==> config.mk <==
export PLATFORM = sky130hd
export DESIGN_NAME = divider_32
export DESIGN_NICKNAME = d
export VERILOG_FILES = /design/src/rtl/divider_32.sv
export SDC_FILE = /design/constraint.sdc
export NUM_CORES = 1
export LEC_CHECK = 0
export ABC_AREA = 0
export BUFFER_PORTS_ARGS = -buffer_cell sky130_fd_sc_hd__clkbuf_2
export CAP_MARGIN = 20
export CORE_UTILIZATION = 60
export CTS_BUF_LIST = sky130_fd_sc_hd__clkbuf_2
export DETAILED_ROUTE_END_ITERATION = 8
export PLACE_DENSITY = 0.8
export RECOVER_POWER = 25
export SKIP_CTS_REPAIR_TIMING = 1
export SLEW_MARGIN = 20
export SYNTH_ARGS = -nofsm -noshare
export SYNTH_HDL_FRONTEND = slang
export SYNTH_SLANG_ARGS = --single-unit
==> constraint.sdc <==
create_clock -name clock -period 5.9 [get_ports clock]
set_clock_uncertainty 0.05 [all_clocks]
set_input_delay 0.295 -clock clock [delete_from_list [all_inputs] [get_ports clock]]
set_output_delay 0.295 -clock clock [all_outputs]
set_load 0.03 [all_outputs]
==> src/rtl/divider_32.sv <==
// divider_32: 32-bit signed non-restoring divider, 33-cycle latency, divide-by-zero flag.
module divider_32 (
  input  logic        clock,
  input  logic        reset,
  input  logic [31:0] data_operandA,
  input  logic [31:0] data_operandB,
  input  logic        ctrl_DIV,
  output logic [31:0] data_result,
  output logic        data_exception,
  output logic        data_resultRDY
);
  typedef enum logic [1:0] {IDLE, RUN, DONE} state_t;
  state_t state, state_n;
  logic [32:0] r, rn;
  logic [31:0] q, bmag, amag_in, bmag_in;
  logic [64:0] sh;
  logic        sa, sb;
  logic [5:0]  cnt;
  assign amag_in = data_operandA[31] ? -data_operandA : data_operandA;
  assign bmag_in = data_operandB[31] ? -data_operandB : data_operandB;
  assign sh = {r, q} << 1;
  // R is signed; the sign of the previous partial remainder picks add or subtract
  assign rn = r[32] ? sh[64:32] + {1'b0, bmag} : sh[64:32] - {1'b0, bmag};
  always_comb begin
    state_n = state;
    if (ctrl_DIV) state_n = (data_operandB == 32'd0) ? DONE : RUN;
    else if (state == RUN && cnt == 6'd31) state_n = DONE;
    else if (state == DONE) state_n = IDLE;
  end
  always_ff @(posedge clock or posedge reset)
    if (reset) state <= IDLE;
    else state <= state_n;
  always_ff @(posedge clock or posedge reset) begin
    if (reset) begin
      r <= '0;
      q <= '0;
      bmag <= '0;
      sa <= 1'b0;
      sb <= 1'b0;
      cnt <= '0;
      data_result <= '0;
      data_exception <= 1'b0;
      data_resultRDY <= 1'b0;
    end else begin
      data_resultRDY <= 1'b0;
      if (ctrl_DIV) begin
        r <= '0;
        q <= amag_in;
        bmag <= bmag_in;
        sa <= data_operandA[31];
        sb <= data_operandB[31];
        cnt <= '0;
      end else if (state == RUN) begin
        r <= rn;
        q <= {q[30:0], ~rn[32]};
        cnt <= cnt + 6'd1;
      end else if (state == DONE) begin
        r <= r[32] ? r + {1'b0, bmag} : r;
        data_result <= (bmag == 32'd0) ? 32'd0 : ((sa ^ sb) ? -q : q);
        data_exception <= (bmag == 32'd0);
        data_resultRDY <= 1'b1;
      end
    end
  end
endmodule

==> Flow_metrics.wiki <==
{| class="wikitable"
! Metric !! Value
|-
| Total die area || 19,600 sq um
|-
| Count of input and output buffers || 100
|-
| CP endpoint kind || register
|-
| Fraction of layout cells with a size suffix above 1 || 10.7%
|-
| Violated checks || capacitance limit, slew limit
|-
| Clock transition time at the flip-flop clock pins of the worst setup and hold paths || roughly 0.28 ns
|-
| Routability congestion estimate || 0.951
|-
| Detailed route wirelength on metal2 || 15,800 um
|-
| Cell types with the highest counts after synthesis || nand2_1 (146), dfrtp_1 (141), a21oi_1 (138)
|-
| Count of pins over their slew limit || 202
|-
| Routed via count || 11,600
|-
| Clock Tree Buf Depth || 2
|-
| Floorplan die height || roughly 140 um
|-
| Period minus WS final || 4.78 ns
|-
| DP Wirelength || 22,600 um
|-
| Post-synth EDFFs || 0
|-
| Net total in the final layout || approximately 1,700
|-
| TNS Setup || 0 ns
|-
| CTS tree || yes
|-
| Worst-case register-to-register setup slack || 1.12 ns
|-
| Largest net degree at the start of global routing || 100
|-
| RSZ-0062 raised after global routing || false
|-
| Global-route wire length before repair || approximately 50,000 um
|-
| Number of filler instances in the final layout || around 1,400
|-
| Count of cells along the worst register-to-register path || 15
|-
| Setup-violating endpoint count in the final report || 0
|-
| Number of max-cap violations || 3
|-
| Hold slack final || 0.244 ns
|-
| Number of antenna-violating nets in the routed design || 0
|-
| Cell count after synthesis || around 1,400
|-
| Endpoint required time on the critical path || 6.45 ns
|-
| Max rail drop VDD || 0.191 mV
|-
| First-pass iteration count of the detailed router || 8
|-
| WP data arrival || 5.33 ns
|-
| Clock network latency to the later pin of the worst-skew pair || about 0.8 ns
|-
| Leakage power figure || 0.00605 uW
|-
| Number of warnings reported in the yosys synthesis log || 0
|-
| Cell area after technology mapping || 11,400 sq um
|-
| Beginning of the worst register-to-register path || bmag[9]$_DFFE_PP0P_
|-
| Largest fanout of any net on the critical path || 9
|-
| Min-Delay Path Class || primary input to register
|-
| Core area || 18,600 sq um
|-
| Clock root cell || clkbuf_2
|-
| Kind of start point of the critical path || register
|-
| Proportion of netlist area held by the largest area contributor || 30.9%
|-
| Wire length per cell after detailed routing || around 19 um
|-
| Share of the clock period used by the worst path || 80.9%
|-
| Net count of the mapped netlist || 1,516
|-
| Depth of the CTS H-tree || 4
|-
| Area grow syn2layout || 18.1%
|-
| Vias in the first global route || 10,000
|-
| Metal3 WL || 3000 um
|-
| Most frequent cell after synthesis || nand2_1
|-
| Class of the most critical setup path || register to register
|-
| Worst R2R End || r[30]$_DFFE_PP0P_
|-
| Detailed-routing wirelength on met1 || between 10,000 and 15,000 um
|-
| Hold Vio Cnt, Final || 0
|-
| First-iteration detailed-routing DRC count || about 1,300
|-
| Headroom to the max-slew limit || -123%
|-
| Ys async rst share || 100%
|-
| Clock sink count || 141
|-
| Count of unique library cells instantiated by Yosys || 63
|-
| Synthesis-stage register bit count || around 140
|-
| Initial cell density of the core || 61.2%
|-
| Overall global routing resource usage || 32.1%
|-
| Hold worst-path end || bmag[0]$_DFFE_PP0P_
|-
| Number of antenna violations at the first check in global routing || 1
|-
| Top routing layer used || met4
|-
| Die Width || 140 um
|-
| Maximum clock rate || between 0.2 and 0.25 GHz
|-
| Status || complete, but fails checks
|-
| Drc violations || 0
|-
| Start point of the worst hold path || data_operandB[0]
|-
| Hold Path Stages || 4
|-
| Detail-routed via count per cell || 6.42
|-
| Tightest Pin Transition || roughly 3.3 ns
|-
| Overflow left after global routing || 0
|-
| Share of the yosys chip area belonging to registers || approximately 30%
|-
| Biggest area consumer among synthesized cells || dfrtp_1
|-
| Total routed wirelength || 34,500 um
|-
| Total I/O pin count || slightly above 100
|-
| Predominant post-synthesis flop cell || dfrtp_1
|-
| Mean instance size in the synthesized netlist || 8.28 sq um
|-
| Power density relative to cell area || 382 nW/um^2
|-
| Placement Rows || 50
|-
| Clock buffers created by TritonCTS || 17
|-
| Dominant cells by area after synthesis || dfrtp_1 (31%), ha_1 (7.6%), xor2_1 (6.9%)
|}
-- metrics by stage --
stage,cells,total power (uW),cell area (sq um),util [%],setup WS (ns)
after floorplan,1378,3710,11400,-,1.77
after global placement,1659,4310,12100,64.8,1.48
after detailed placement,1659,4380,12100,64.8,1.32
after CTS,1691,4980,12300,66.0,1.27
after global routing,1810,5530,13500,72.3,0.867
final,1810,5150,13500,72.3,1.12
-- layout make-up --
type	count	area (sq um)	share of cell area, %
Antenna cell	2	5.00	0.0371
Clock buffer	17	85.1	0.631
Clock inverter	15	148	1.10
Inverter	36	136	1.01
Multi-Input combinational cell	1136	7530	55.8
Sequential cell	141	3530	26.2
Tap cell	234	293	2.17
Timing Repair Buffer	229	1760	13.0
-- metal layers --
| layer | track usage [%] | vias up |
|---|---|---|
| met5 | 0 | - |
| met4 | 10.4 | 0 |
| met3 | 6.29 | 129 |
| met2 | 50.4 | 644 |
| met1 | 44.6 | 5472 |
| li1 | - | 5384 |
-- cells by family (layout without fill, tap and decap cells) --
kind of cell	after synthesis	after routing	share of synthesized area [%]
compound gates	437	437	23.7
simple gates	413	413	17.2
xor+xnor	178	178	13.7
flops	141	141	30.9
buf+inv	101	297	3.34
fa+ha+maj	71	71	7.92
mux	37	37	3.31
other cells	0	2	0
-- worst max-delay path, stage by stage (launching register included) --
cell      delay [ns]
dfrtp_1         0.50
or4_1           0.60
nor4_1          0.67
and3_1          0.35
and2_1          0.16
nor2_1          0.06
xor2_1          0.15
ha_1            0.41
a21oi_1         0.21
o21ai_0         0.13
a31o_2          0.22
a21oi_1         0.28
o21ai_0         0.21
a21o_1          0.19
a221oi_1        0.31
o22ai_1         0.11
-- how the worst max path moves through the flow --
stage / startpoint / end / cells after the start
floorplan: reset / bmag[0]$_DFFE_PP0P_ / 1
global placement: bmag[9]$_DFFE_PP0P_ / r[30]$_DFFE_PP0P_ / 15
detailed placement: bmag[9]$_DFFE_PP0P_ / r[30]$_DFFE_PP0P_ / 15
CTS: bmag[9]$_DFFE_PP0P_ / r[30]$_DFFE_PP0P_ / 15
global route: bmag[9]$_DFFE_PP0P_ / r[30]$_DFFE_PP0P_ / 15
finish: bmag[9]$_DFFE_PP0P_ / r[30]$_DFFE_PP0P_ / 15
-- cells in the final DEF (no fill, tap or decap), drive strengths merged, types with 14 or more instances in the layout --
cell type,count
or3,15
nand2,146
a21o,25
ha,69
a211oi,16
a21oi,138
dfrtp,141
o31ai,48
o21ai,108
nor4,16
xnor2,88
nand3,17
nand4,14
dlygate4sd3,117
mux2i,31
inv,45
clkbuf,118
nor3,34
nor2,112
xor2,90
-- registers in the layout, indices dropped and copies added (netlist names) --
name and count:
data_result 32, state 2, cnt 6, sa 1, sb 1, data_resultRDY 1
bmag 32, data_exception 1, q 32, r 33
-- power breakdown --
| group | internal [uW] | switching [uW] |
|---|---|---|
| Sequential | 1130 | 225 |
| Combinational | 1380 | 1820 |
| Clock | 139 | 453 |
| Total | 2650 | 2490 |
Power figures use the tool's default switching activity.
